File: config.mk
export PLATFORM = sky130hd
export DESIGN_NAME = smol_ins_dec
export DESIGN_NICKNAME = d
export VERILOG_FILES = /design/src/rtl/smol_pkg.sv /design/src/rtl/smol_imm_gen.sv /design/src/rtl/smol_ins_dec.sv
export SDC_FILE = /design/constraint.sdc
export NUM_CORES = 1
export LEC_CHECK = 0
export ABC_AREA = 1
export BUFFER_PORTS_ARGS = -buffer_cell sky130_fd_sc_hd__buf_4
export CAP_MARGIN = 10
export CORE_AREA = 2 2 107 109
export CTS_CLUSTER_DIAMETER = 60
export DETAILED_ROUTE_END_ITERATION = 10
export DIE_AREA = 0 0 109 111
export GPL_ROUTABILITY_DRIVEN = 1
export SYNTH_ARGS = -nofsm -noshare
export SYNTH_HDL_FRONTEND = slang
export SYNTH_SLANG_ARGS = --single-unit
File: constraint.sdc
create_clock -name clk -period 1.1 [get_ports clk]
set_input_delay 0.22 -clock clk [delete_from_list [all_inputs] [get_ports clk]]
set_output_delay 0.22 -clock clk [all_outputs]
set_load 0.01 [all_outputs]
File: src/rtl/smol_pkg.sv
// smol_pkg: shared decode types and RV32I base opcodes for smolCore.
package smol_pkg;
   typedef enum logic [2:0] {
      FMT_NONE = 3'd0,
      FMT_R    = 3'd1,
      FMT_I    = 3'd2,
      FMT_S    = 3'd3,
      FMT_B    = 3'd4,
      FMT_U    = 3'd5,
      FMT_J    = 3'd6
   } fmt_e;

   localparam logic [6:0] OPC_OP       = 7'b0110011;
   localparam logic [6:0] OPC_OP_IMM   = 7'b0010011;
   localparam logic [6:0] OPC_LOAD     = 7'b0000011;
   localparam logic [6:0] OPC_STORE    = 7'b0100011;
   localparam logic [6:0] OPC_BRANCH   = 7'b1100011;
   localparam logic [6:0] OPC_JAL      = 7'b1101111;
   localparam logic [6:0] OPC_JALR     = 7'b1100111;
   localparam logic [6:0] OPC_LUI      = 7'b0110111;
   localparam logic [6:0] OPC_AUIPC    = 7'b0010111;
   localparam logic [6:0] OPC_MISC_MEM = 7'b0001111;
   localparam logic [6:0] OPC_SYSTEM   = 7'b1110011;
endpackage

File: src/rtl/smol_imm_gen.sv
// smol_imm_gen: classifies the opcode into an encoding format and builds the sign-extended immediate.
module smol_imm_gen
   import smol_pkg::*;
(
   input  logic [31:0] instr,
   output fmt_e        fmt,
   output logic [31:0] imm
);
   always_comb begin
      case (instr[6:0])
         OPC_OP:                                                  fmt = FMT_R;
         OPC_OP_IMM, OPC_LOAD, OPC_JALR, OPC_MISC_MEM, OPC_SYSTEM: fmt = FMT_I;
         OPC_STORE:                                               fmt = FMT_S;
         OPC_BRANCH:                                              fmt = FMT_B;
         OPC_LUI, OPC_AUIPC:                                      fmt = FMT_U;
         OPC_JAL:                                                 fmt = FMT_J;
         default:                                                 fmt = FMT_NONE;
      endcase
   end

   always_comb begin
      case (fmt)
         FMT_I:   imm = {{20{instr[31]}}, instr[31:20]};
         FMT_S:   imm = {{20{instr[31]}}, instr[31:25], instr[11:7]};
         FMT_B:   imm = {{19{instr[31]}}, instr[31], instr[7], instr[30:25], instr[11:8], 1'b0};
         FMT_U:   imm = {instr[31:12], 12'h000};
         FMT_J:   imm = {{11{instr[31]}}, instr[31], instr[19:12], instr[20], instr[30:21], 1'b0};
         default: imm = '0;
      endcase
   end
endmodule

File: src/rtl/smol_ins_dec.sv
// smol_ins_dec: registered RV32I instruction decoder (fields, immediate, format, legality).
// SMOL_INSDEC_ILLEGAL_EN builds the illegal-opcode flag; otherwise illegal is tied to 0.
module smol_ins_dec
   import smol_pkg::*;
(
   input  logic        clk,
   input  logic        rst_n,
   input  logic [31:0] instr,
   output logic [6:0]  opcode,
   output logic [4:0]  rd,
   output logic [2:0]  funct3,
   output logic [4:0]  rs1,
   output logic [4:0]  rs2,
   output logic [6:0]  funct7,
   output logic [31:0] imm,
   output fmt_e        fmt,
   output logic        illegal
);
   fmt_e        fmt_c;
   logic [31:0] imm_c;

   smol_imm_gen u_imm_gen (
      .instr (instr),
      .fmt   (fmt_c),
      .imm   (imm_c)
   );

   always_ff @(posedge clk or negedge rst_n) begin
      if (!rst_n) begin
         opcode <= '0;
         rd     <= '0;
         funct3 <= '0;
         rs1    <= '0;
         rs2    <= '0;
         funct7 <= '0;
         imm    <= '0;
         fmt    <= FMT_NONE;
      end else begin
         opcode <= instr[6:0];
         rd     <= instr[11:7];
         funct3 <= instr[14:12];
         rs1    <= instr[19:15];
         rs2    <= instr[24:20];
         funct7 <= instr[31:25];
         imm    <= imm_c;
         fmt    <= fmt_c;
      end
   end

`ifdef SMOL_INSDEC_ILLEGAL_EN
   always_ff @(posedge clk or negedge rst_n) begin
      if (!rst_n) illegal <= 1'b0;
      else        illegal <= (fmt_c == FMT_NONE);
   end
`else
   assign illegal = 1'b0;
`endif
endmodule

==> qor.log, run 1 <==
qor: placed_design.dpl.hpwl 5.46 mm
qor: global_route.grt_start_max_net_pins 68
qor: timing.timing.final.crit_share 98.9%
qor: worst_setup_path.cp_cell_sequence buf_6
qor: power_and_ir_drop.netSwitchingFraction 23.5%
qor: cts.cts_max_path_buffers 2
qor: synth.main_combinational_cell_family_by_area_after_synthesis simple AND/OR/NAND/NOR gates
qor: synth.synth_xor_area_share 0%
qor: synth.net_count_of_the_mapped_netlist 337
qor: synth.synth-seq-cells 67
qor: synth.complex_gate_fraction_of_the_synthesized_area 0.187%
qor: placed_design.placed_cells_incl_taps 545
qor: route.vias 2420
qor: finish.nFillCells 1132
qor: cts.cts.sink_count 67
qor: route.postRouteWirelength 7.32 mm
qor: placed_design.post_dp_cell_area 0.00369 mm²
qor: route.drt-pass1-iter-count 5
qor: power_and_ir_drop.report.power.total 6000 µW
qor: global_route.grt_antenna_before_repair 0
qor: finish.multi_input_comb_area 856 µm²
qor: finish.drive_gt1_share 33.0%
qor: global_route.residual_overflow_from_global_routing 0
qor: global_route.wire_length_of_the_first_global_routing_pass 11.6 mm
qor: power_and_ir_drop.power_dens_cells 1480 mW/mm²
qor: timing.hold_slack 0.0200 ns
qor: power_and_ir_drop.sw_pwr 1410 µW
qor: finish.antenna_cells 0
qor: worst_setup_path.cp-start-kind flip-flop
qor: power_and_ir_drop.vdd.ir_drop.worst 758 µV
qor: power_and_ir_drop.static_leakage 0.00235 µW
qor: global_route.via_count_of_the_first_global_routing_pass 2343
qor: die.floorplan.die.height 111 µm
qor: timing.setup_violations 0
qor: hold_path.worst_hold_path_type primary input to flip-flop
qor: status.run_status completed
qor: cts.clk_pin_slew 0.06 ns
qor: timing.hold_viol_final 0
qor: route.route.detailed.vias_per_inst 4.29
qor: worst_setup_path.timing.critical_path.max_delay_family flip-flops
qor: finish.regArea 0.00168 mm²
qor: worst_setup_path.critical_path_arrival 0.87 ns
qor: route.drc_errors 0
qor: synth.postSynthAreaPerCell 8.85 µm²
qor: route.antenna_violating_nets_post_route 0
qor: timing.min_period 1.09 ns
qor: worst_setup_path.critPathCaptureType primary output
qor: power_and_ir_drop.comb_power_share 9.4%
qor: power_and_ir_drop.p_clk_share 47.4%
qor: timing.rsz0062_at_grt yes
qor: cts.clock_tree.htree_level_count 3
qor: die.die_w 109 µm
qor: finish.fin_nets 450
qor: cts.postCtsSetupRepairBufs 0
qor: placed_design.numPortBuffers 100
qor: synth.synth_simple_gate_area_share 31.2%
qor: finish.syn2layout_area_growth 51.4%
qor: route.average_wire_per_standard_cell 13.0 µm
qor: worst_setup_path.critPathBufInv 1
qor: finish.top_library_cells_by_usage_in_the_layout_fill_and_taps_aside 106 x buf_4, 92 x nand2_1, 67 x dfrtp_1
qor: route.drt-initial-drc-count 82
qor: cts.clk_root_buffer_cell clkbuf_16
qor: synth.synth.distinct_cells 15
qor: die.placement_rows 39
qor: die.ios 102
qor: synth.yosys_warnings 0
qor: worst_setup_path.critPathMaxFanout 1
qor: timing.tns 0 ns
qor: die.floorplan.core_area 0.0111 mm²
qor: worst_setup_path.crit_type flip-flop to primary output
qor: power_and_ir_drop.internal_power 4590 µW
qor: placed_design.finalWeightedCongestion 0.763
qor: worst_setup_path.worst-endpoint-required 0.88 ns
qor: cts.tritoncts_clock_tree built
qor: synth.netlist_instances 303
qor: timing.fmax 919 MHz
qor: finish.layout_commonest_cell buf_4
qor: synth.ys_seq_area_share 62.5%
qor: power_and_ir_drop.power.share.sequential 43.2%
qor: timing.slew_violations 0
qor: synth.post_synthesis_adder_cell_area_fraction 0%
qor: cts.numCtsBuffers 9
qor: synth.post_synth_mux_area_share 0%
qor: die.die_area 0.0121 mm²
qor: worst_setup_path.max_stage_delay 0.41 ns
qor: job.maxCapViolations 0
qor: synth.mappedNetlistArea 0.00268 mm²
qor: finish.finish.instance_area 0.00406 mm²
qor: global_route.gr-usage-all-layers 12.7%
qor: worst_setup_path.critical-path-slowest-cell dfrtp_1
qor: finish.instances_no_fill 564
qor: die.initial_core_util 24.2%
## Yosys cell counts, drive strengths merged
library cell / instances / area share, %
buf: 17 / 3.5
clkbuf: 1 / 0.14
conb: 1 / 0.14
nor2: 49 / 7.2
dfrtp: 67 / 63
nand2: 93 / 13
and2: 1 / 0.23
nand3: 56 / 11
a21oi: 1 / 0.19
inv: 17 / 2.4
## state kept, by name (all words and copies together), names as in the netlist
name and cells:
rd 5, rs2 5, rs1 5, imm 32
opcode 7, funct3 3, funct7 7, fmt 3
## metal layers
| layer | share of wire, % | track usage (%) | up-vias |
|---|---|---|---|
| met2 | 49 | 20.7 | 117 |
| met3 | 9.6 | 4.53 | 12 |
| met4 | 1.6 | 4.53 | 0 |
| li1 | - | - | 1163 |
| met5 | 0 | 0 | - |
| met1 | 40 | 15.4 | 1128 |
## cells by family after synthesis
logic type      after synthesis
compound gates                1
buf+inv                      35
flops                        67
other cells                   1
simple gates                199
## power by group through the flow
stage | logic [µW] | clock network (µW) | registers (µW)
after CTS | 570 | 2930 | 2590
after floorplan | 108 | 0 | 2680
final | 566 | 2840 | 2590
after global routing | 626 | 3060 | 2600
after detailed placement | 560 | 0 | 2630
after global placement | 548 | 0 | 2630
## stage by stage
step | util (%) | setup WS (ns)
2_1_floorplan | - | 0.0216
6_report | 36.7 | 0.0116
4_1_cts | 36.4 | -0.0135
3_3_place_gp | 33.3 | -0.271
3_5_place_dp | 33.3 | -0.324
5_1_grt | 36.7 | -0.0162
## cell type report
type,count,share of cell area [%]
Inverter,17,1.57
Clock inverter,7,1.91
Timing Repair Buffer,120,24.2
Clock buffer,9,5.54
Multi-Input combinational cell,201,21.1
Tap cell,143,4.40
Sequential cell,67,41.3
## final timing paths
path / from / endpoint / slack (ns) / depth (start not counted)
min in group asynchronous: rst_n / funct7[1] / 0.42 / 3
max in group asynchronous: rst_n / fmt[0] / 0.36 / 3
hold / removal: instr[3] / opcode[3] / 0.02 / 1
setup / recovery: imm[2] / imm[2] / 0.01 / 1
## what timing repair did
| action | CTS | global route |
|---|---|---|
| hold buffers | 3 | 0 |
| endpoints found under the hold margin | 69 | 0 |
| resized for setup | 2 | 8 |
| endpoints found under the setup margin | 2 | 40 |
Power figures use the tool's default switching activity.
==> run 2: changes to the inputs <==
--- a/config.mk
+++ b/config.mk
@@ -13,6 +13,7 @@
 export DETAILED_ROUTE_END_ITERATION = 10
 export DIE_AREA = 0 0 109 111
 export GPL_ROUTABILITY_DRIVEN = 1
+export SETUP_SLACK_MARGIN = 0.05
 export SYNTH_ARGS = -nofsm -noshare
 export SYNTH_HDL_FRONTEND = slang
 export SYNTH_SLANG_ARGS = --single-unit
==> run 2 against run 1 <==
Compared with the run above: maximum frequency up 0.66%; final area up 6.8%; final cell count up 0.35%; core utilization up 2.5 points; critical path depth unchanged; combinational power up 12%; total power up 5.1%; non-clock buffer count up 2; clock power up 7.7%; sequential power about the same; die area unchanged; worst hold slack worse by 0.0025 ns; critical path type unchanged; largest power group unchanged; highest routed layer unchanged.
==> qor.log, run 2 (synthesized netlist as in run 1, its figures left out) <==
qor: route.average_wire_per_standard_cell 13.4 µm
qor: worst_setup_path.timing.critical_path.max_delay_family flip-flops
qor: power_and_ir_drop.power_dens_cells 1450 mW/mm²
qor: route.postRouteWirelength 7.56 mm
qor: status.run_status completed
qor: timing.min_period 1.08 ns
qor: die.placement_rows 39
qor: worst_setup_path.crit_type flip-flop to primary output
qor: finish.largest_register_ffs 32
qor: timing.timing.final.crit_share 98.3%
qor: worst_setup_path.critPathBufInv 1
qor: worst_setup_path.worst-endpoint-required 0.88 ns
qor: timing.setup_violations 0
qor: route.drt-pass1-iter-count 4
qor: power_and_ir_drop.vdd.ir_drop.worst 786 µV
qor: hold_path.worst_hold_path_type primary input to flip-flop
qor: cts.clk_root_buffer_cell clkbuf_16
qor: worst_setup_path.cp_cell_sequence buf_6
qor: die.die_w 109 µm
qor: hold_path.hold_start instr[3]
qor: cts.clock_tree.htree_level_count 3
qor: die.ios 102
qor: placed_design.numPortBuffers 100
qor: finish.antenna_cells 0
qor: timing.hold_viol_final 0
qor: global_route.wire_length_of_the_first_global_routing_pass 12.3 mm
qor: die.floorplan.core_area 0.0111 mm²
qor: placed_design.post_dp_cell_area 0.00375 mm²
qor: hold_path.hold-path-cell-count 1
qor: route.drc_errors 0
qor: worst_setup_path.critical-path-slowest-cell dfrtp_1
qor: die.initial_core_util 24.2%
qor: timing.fmax 925 MHz
qor: global_route.via_count_of_the_first_global_routing_pass 2469
qor: worst_setup_path.critical_path_arrival 0.86 ns
qor: finish.top_library_cells_by_usage_in_the_layout_fill_and_taps_aside 91 x nand2_1, 68 x buf_6, 67 x dfrtp_1
qor: job.maxCapViolations 0
qor: die.floorplan.die.height 111 µm
qor: cts.clk_pin_slew 0.06 ns
qor: finish.layout_commonest_cell nand2_1
qor: finish.layout.core_utilization 39.2%
qor: worst_setup_path.max_stage_delay 0.40 ns
qor: placed_design.dpl.hpwl 5.59 mm
qor: cts.tritoncts_clock_tree built
qor: power_and_ir_drop.static_leakage 0.00242 µW
qor: cts.numCtsBuffers 9
qor: finish.fin_nets 452
qor: cts.cts.sink_count 67
qor: hold_path.min_delay_worst_endpoint opcode[3]
qor: route.drt-initial-drc-count 84
qor: finish.largest_registers imm x32, funct7 x7, opcode x7
qor: route.route.detailed.vias_per_inst 4.25
qor: timing.slew_violations 0
qor: finish.drive_gt1_share 33.8%
qor: route.vias 2403
qor: cts.cts_max_path_buffers 2
qor: timing.rsz0062_at_grt yes
qor: cts.postCtsSetupRepairBufs 0
qor: global_route.gr-usage-all-layers 13.4%
qor: route.antenna_violating_nets_post_route 0
qor: worst_setup_path.critPathMaxFanout 1
qor: worst_setup_path.cp-start-kind flip-flop
qor: timing.tns 0 ns
qor: global_route.grt_start_max_net_pins 28
qor: die.die_area 0.0121 mm²
qor: finish.finish.instance_area 0.00434 mm²
qor: global_route.grt_antenna_before_repair 0
qor: placed_design.finalWeightedCongestion 0.718
qor: worst_setup_path.critPathCaptureType primary output
qor: finish.syn2layout_area_growth 61.7%
qor: global_route.residual_overflow_from_global_routing 0
qor: finish.regMostFlops imm
==> run 2: cell count changes in the layout (fill, tap and decap cells not counted), sizes merged <==
cell / change
clkinvlp: +1
buf: +4
clkinv: -2
dlygate4sd3: -2
bufinv: +1
==> run 2: report_power, final <==
part / total (µW) / leakage (µW) / switching [µW] / internal [µW]
Sequential: 2610 / 0.000857 / 46.0 / 2560
Combinational: 635 / 0.00141 / 310 / 324
Clock: 3060 / 0.000158 / 1060 / 2000
==> run 2: what timing repair did <==
action | 4_1_cts | 5_1_grt
resized for setup | 56 | 12
hold buffers | 1 | 0
pin swaps | 0 | 0
endpoints found under the setup margin | 56 | 75
hold endpoints to repair | 25 | 0
==> run 2: worst max-delay path by stage <==
stage / start / endpoint / slack, ns / depth (start not counted)
final: imm[4] / imm[4] / 0.02 / 1
after global routing: imm[4] / imm[4] / -0.009 / 1
after CTS: imm[9] / imm[9] / 0.006 / 1
after detailed placement: instr[3] / imm[26] / -0.19 / 9
after global placement: instr[3] / imm[26] / -0.21 / 9
after floorplan: instr[1] / imm[11] / 0.09 / 8
==> run 2: area by class of cell <==
| type | count | area (µm²) |
|---|---|---|
| Inverter | 17 | 63.8 |
| Multi-Input combinational cell | 201 | 856 |
| Timing Repair Buffer | 122 | 1240 |
| Fill cell | 1102 | 6740 |
| Clock inverter | 7 | 101 |
| Sequential cell | 67 | 1680 |
| Clock buffer | 9 | 225 |
| Tap cell | 143 | 179 |
==> run 2: metal layers <==
layer	global-route usage (%)	share of wire, %	vias to the layer above
li1	-	-	1173
met1	16.4	42	1124
met2	21.7	48	97
met3	5.17	8.5	9
met4	4.10	1.8	0
met5	0	0	-
==> run 2: through the flow <==
| step | power [µW] | std cells | hold WS, ns | worst slack (ns) |
|---|---|---|---|---|
| after floorplan | 2790 | 303 | -0.0756 | 0.0885 |
| after global placement | 3210 | 549 | 0.176 | -0.207 |
| after detailed placement | 3220 | 549 | 0.179 | -0.190 |
| after CTS | 6380 | 566 | 0.00543 | 0.00553 |
| after global routing | 6590 | 566 | 0.00562 | -0.00940 |
| final | 6300 | 566 | 0.0175 | 0.0187 |
==> run 3: changes to the inputs <==
--- a/config.mk
+++ b/config.mk
@@ -9,6 +9,7 @@
 export BUFFER_PORTS_ARGS = -buffer_cell sky130_fd_sc_hd__buf_4
 export CAP_MARGIN = 10
 export CORE_AREA = 2 2 107 109
+export CTS_BUF_LIST = sky130_fd_sc_hd__clkbuf_2 sky130_fd_sc_hd__clkbuf_4 sky130_fd_sc_hd__clkbuf_8
 export CTS_CLUSTER_DIAMETER = 60
 export DETAILED_ROUTE_END_ITERATION = 10
 export DIE_AREA = 0 0 109 111
==> run 3 against run 2 <==
Compared with the run above: the run now ends with setup timing left; sequential power about the same; total power is 11% lower; clock-buffer cell count did not move; setup slack got worse by 0.038 ns; routed wire length is 5.5% higher; non-clock buffer count up 20; worst hold slack gained 0.0032 ns; final cell count rose by 3.5%; core utilization grew 0.89 points.
==> qor.log, run 3 (synthesized netlist as in run 1, its figures left out) <==
qor: status.run_status finished with violations
qor: status.violations setup timing
qor: global_route.grt_start_max_net_pins 28
qor: die.floorplan.die.height 111 µm
qor: worst_setup_path.critical-path-slowest-cell dfrtp_1
qor: hold_path.worst_hold_path_type primary input to flip-flop
qor: finish.fin_nets 472
qor: cts.clk_pin_slew 0.08 ns
qor: worst_setup_path.critPathMaxFanout 1
qor: route.drt-pass1-iter-count 5
qor: finish.largest_registers imm x32, funct7 x7, opcode x7
qor: timing.min_period 1.12 ns
qor: cts.clk_root_buffer_cell clkbuf_8
qor: worst_setup_path.cp_cell_sequence buf_6
qor: worst_setup_path.critical_path_depth_in_cells 1
qor: finish.top_library_cells_by_usage_in_the_layout_fill_and_taps_aside 91 x nand2_1, 68 x buf_6, 67 x dfrtp_1
qor: die.initial_core_util 24.2%
qor: finish.antenna_cells 0
qor: timing.timing.final.crit_share 102%
qor: worst_setup_path.crit_type flip-flop to primary output
qor: power_and_ir_drop.static_leakage 0.00246 µW
qor: die.ios 102
qor: route.postRouteWirelength 7.98 mm
qor: die.die_w 109 µm
qor: cts.cts_max_path_buffers 2
qor: worst_setup_path.setup.worst_path.start imm[4]
qor: finish.syn2layout_area_growth 65.4%
qor: global_route.residual_overflow_from_global_routing 0
qor: worst_setup_path.max_stage_delay 0.41 ns
qor: timing.hold_slack 0.0207 ns
qor: finish.drive_gt1_share 32.3%
qor: global_route.grt_antenna_before_repair 0
qor: cts.clock_tree.htree_level_count 3
qor: timing.slew_violations 0
qor: global_route.wire_length_of_the_first_global_routing_pass 13.0 mm
qor: route.vias 2506
qor: timing.hold_viol_final 0
qor: placed_design.dpl.hpwl 5.59 mm
qor: die.floorplan.core_area 0.0111 mm²
qor: cts.tritoncts_clock_tree built
qor: job.maxCapViolations 0
qor: placed_design.finalWeightedCongestion 0.718
qor: die.placement_rows 39
qor: global_route.gr-usage-all-layers 14.1%
qor: finish.layout_commonest_cell nand2_1
qor: global_route.via_count_of_the_first_global_routing_pass 2653
qor: route.drc_errors 0
qor: cts.cts.sink_count 67
qor: placed_design.numPortBuffers 100
qor: route.antenna_violating_nets_post_route 0
qor: timing.rsz0062_at_grt yes
qor: worst_setup_path.timing.critical_path.max_delay_family flip-flops
qor: timing.post-route-worst-setup-slack -0.0192 ns
qor: timing.fmax 893 MHz
qor: finish.largest_register_ffs 32
qor: worst_setup_path.cp-start-kind flip-flop
qor: route.drt-initial-drc-count 98
qor: worst_setup_path.critPathCaptureType primary output
qor: cts.numCtsBuffers 9
qor: die.die_area 0.0121 mm²
qor: worst_setup_path.critical_path_arrival 0.90 ns
qor: power_and_ir_drop.power_dens_cells 1260 mW/mm²
qor: worst_setup_path.worst-endpoint-required 0.88 ns
qor: timing.setup_violations 3
qor: power_and_ir_drop.vdd.ir_drop.worst 659 µV
qor: worst_setup_path.critPathBufInv 1
qor: finish.regMostFlops imm
qor: finish.layout.core_utilization 40.1%
qor: route.average_wire_per_standard_cell 13.6 µm
qor: route.route.detailed.vias_per_inst 4.28
qor: worst_setup_path.worstSetupEndpoint imm[4]
qor: cts.postCtsSetupRepairBufs 0
run 3: cell types whose count changed in the layout (fill, tap and decap cells not counted), sizes merged:
cell         delta
dlygate4sd3    +20
run 3: worst min-delay path by stage:
| stage | from | endpoint | slack (ns) | cells past startpoint |
|---|---|---|---|---|
| finish | instr[29] | funct7[4] | 0.02 | 1 |
| global route | instr[27] | funct7[2] | 0.004 | 1 |
| CTS | instr[29] | funct7[4] | 0.009 | 1 |
| detailed placement | rst_n | imm[9] | 0.18 | 1 |
| global placement | rst_n | imm[9] | 0.18 | 1 |
| floorplan | rst_n | fmt[0] | -0.08 | 0 |
run 3: layout make-up:
type,count,area [µm²]
Inverter,17,63.8
Multi-Input combinational cell,201,856
Tap cell,143,179
Clock inverter,7,101
Clock buffer,9,124
Timing Repair Buffer,142,1440
Sequential cell,67,1680
Fill cell,1100,6640
run 3: power by group:
group          leakage [µW]  internal (µW)  switching (µW)
logic               0.00149            371             324
registers          0.000857           2550            47.2
clock network      0.000111           1290             995
total               0.00246           4220            1370
run 3: repair_timing:
item                                   in CTS  in global routing
resized for setup                          67                  1
endpoints found under the hold margin      45                  0
pin swaps                                   0                  0
setup endpoints to repair                  67                 68
hold buffers                               21                  0
run 3: per-layer routing:
| metal | GRT usage [%] | vias to the layer above | share of wire, % | routed length (µm) |
|---|---|---|---|---|
| li1 | - | 1206 | - | - |
| met1 | 16.5 | 1182 | 40 | 3230 |
| met2 | 24.3 | 105 | 50 | 4010 |
| met3 | 5.29 | 13 | 8.0 | 641 |
| met4 | 3.33 | 0 | 1.3 | 104 |
| met5 | 0 | - | 0 | 0 |
run 3: stage by stage:
stage / area, µm² / total power [µW] / worst slack (ns) / setup TNS [ns] / std cells
after global placement: 3750 / 3210 / -0.207 / -3.49 / 549
after global routing: 4440 / 5850 / -0.0518 / -0.754 / 586
after detailed placement: 3750 / 3220 / -0.190 / -4.23 / 549
after CTS: 4430 / 5670 / -0.0312 / -0.184 / 586
after floorplan: 2700 / 2790 / 0.0885 / 0 / 303
final: 4440 / 5580 / -0.0192 / -0.0209 / 586
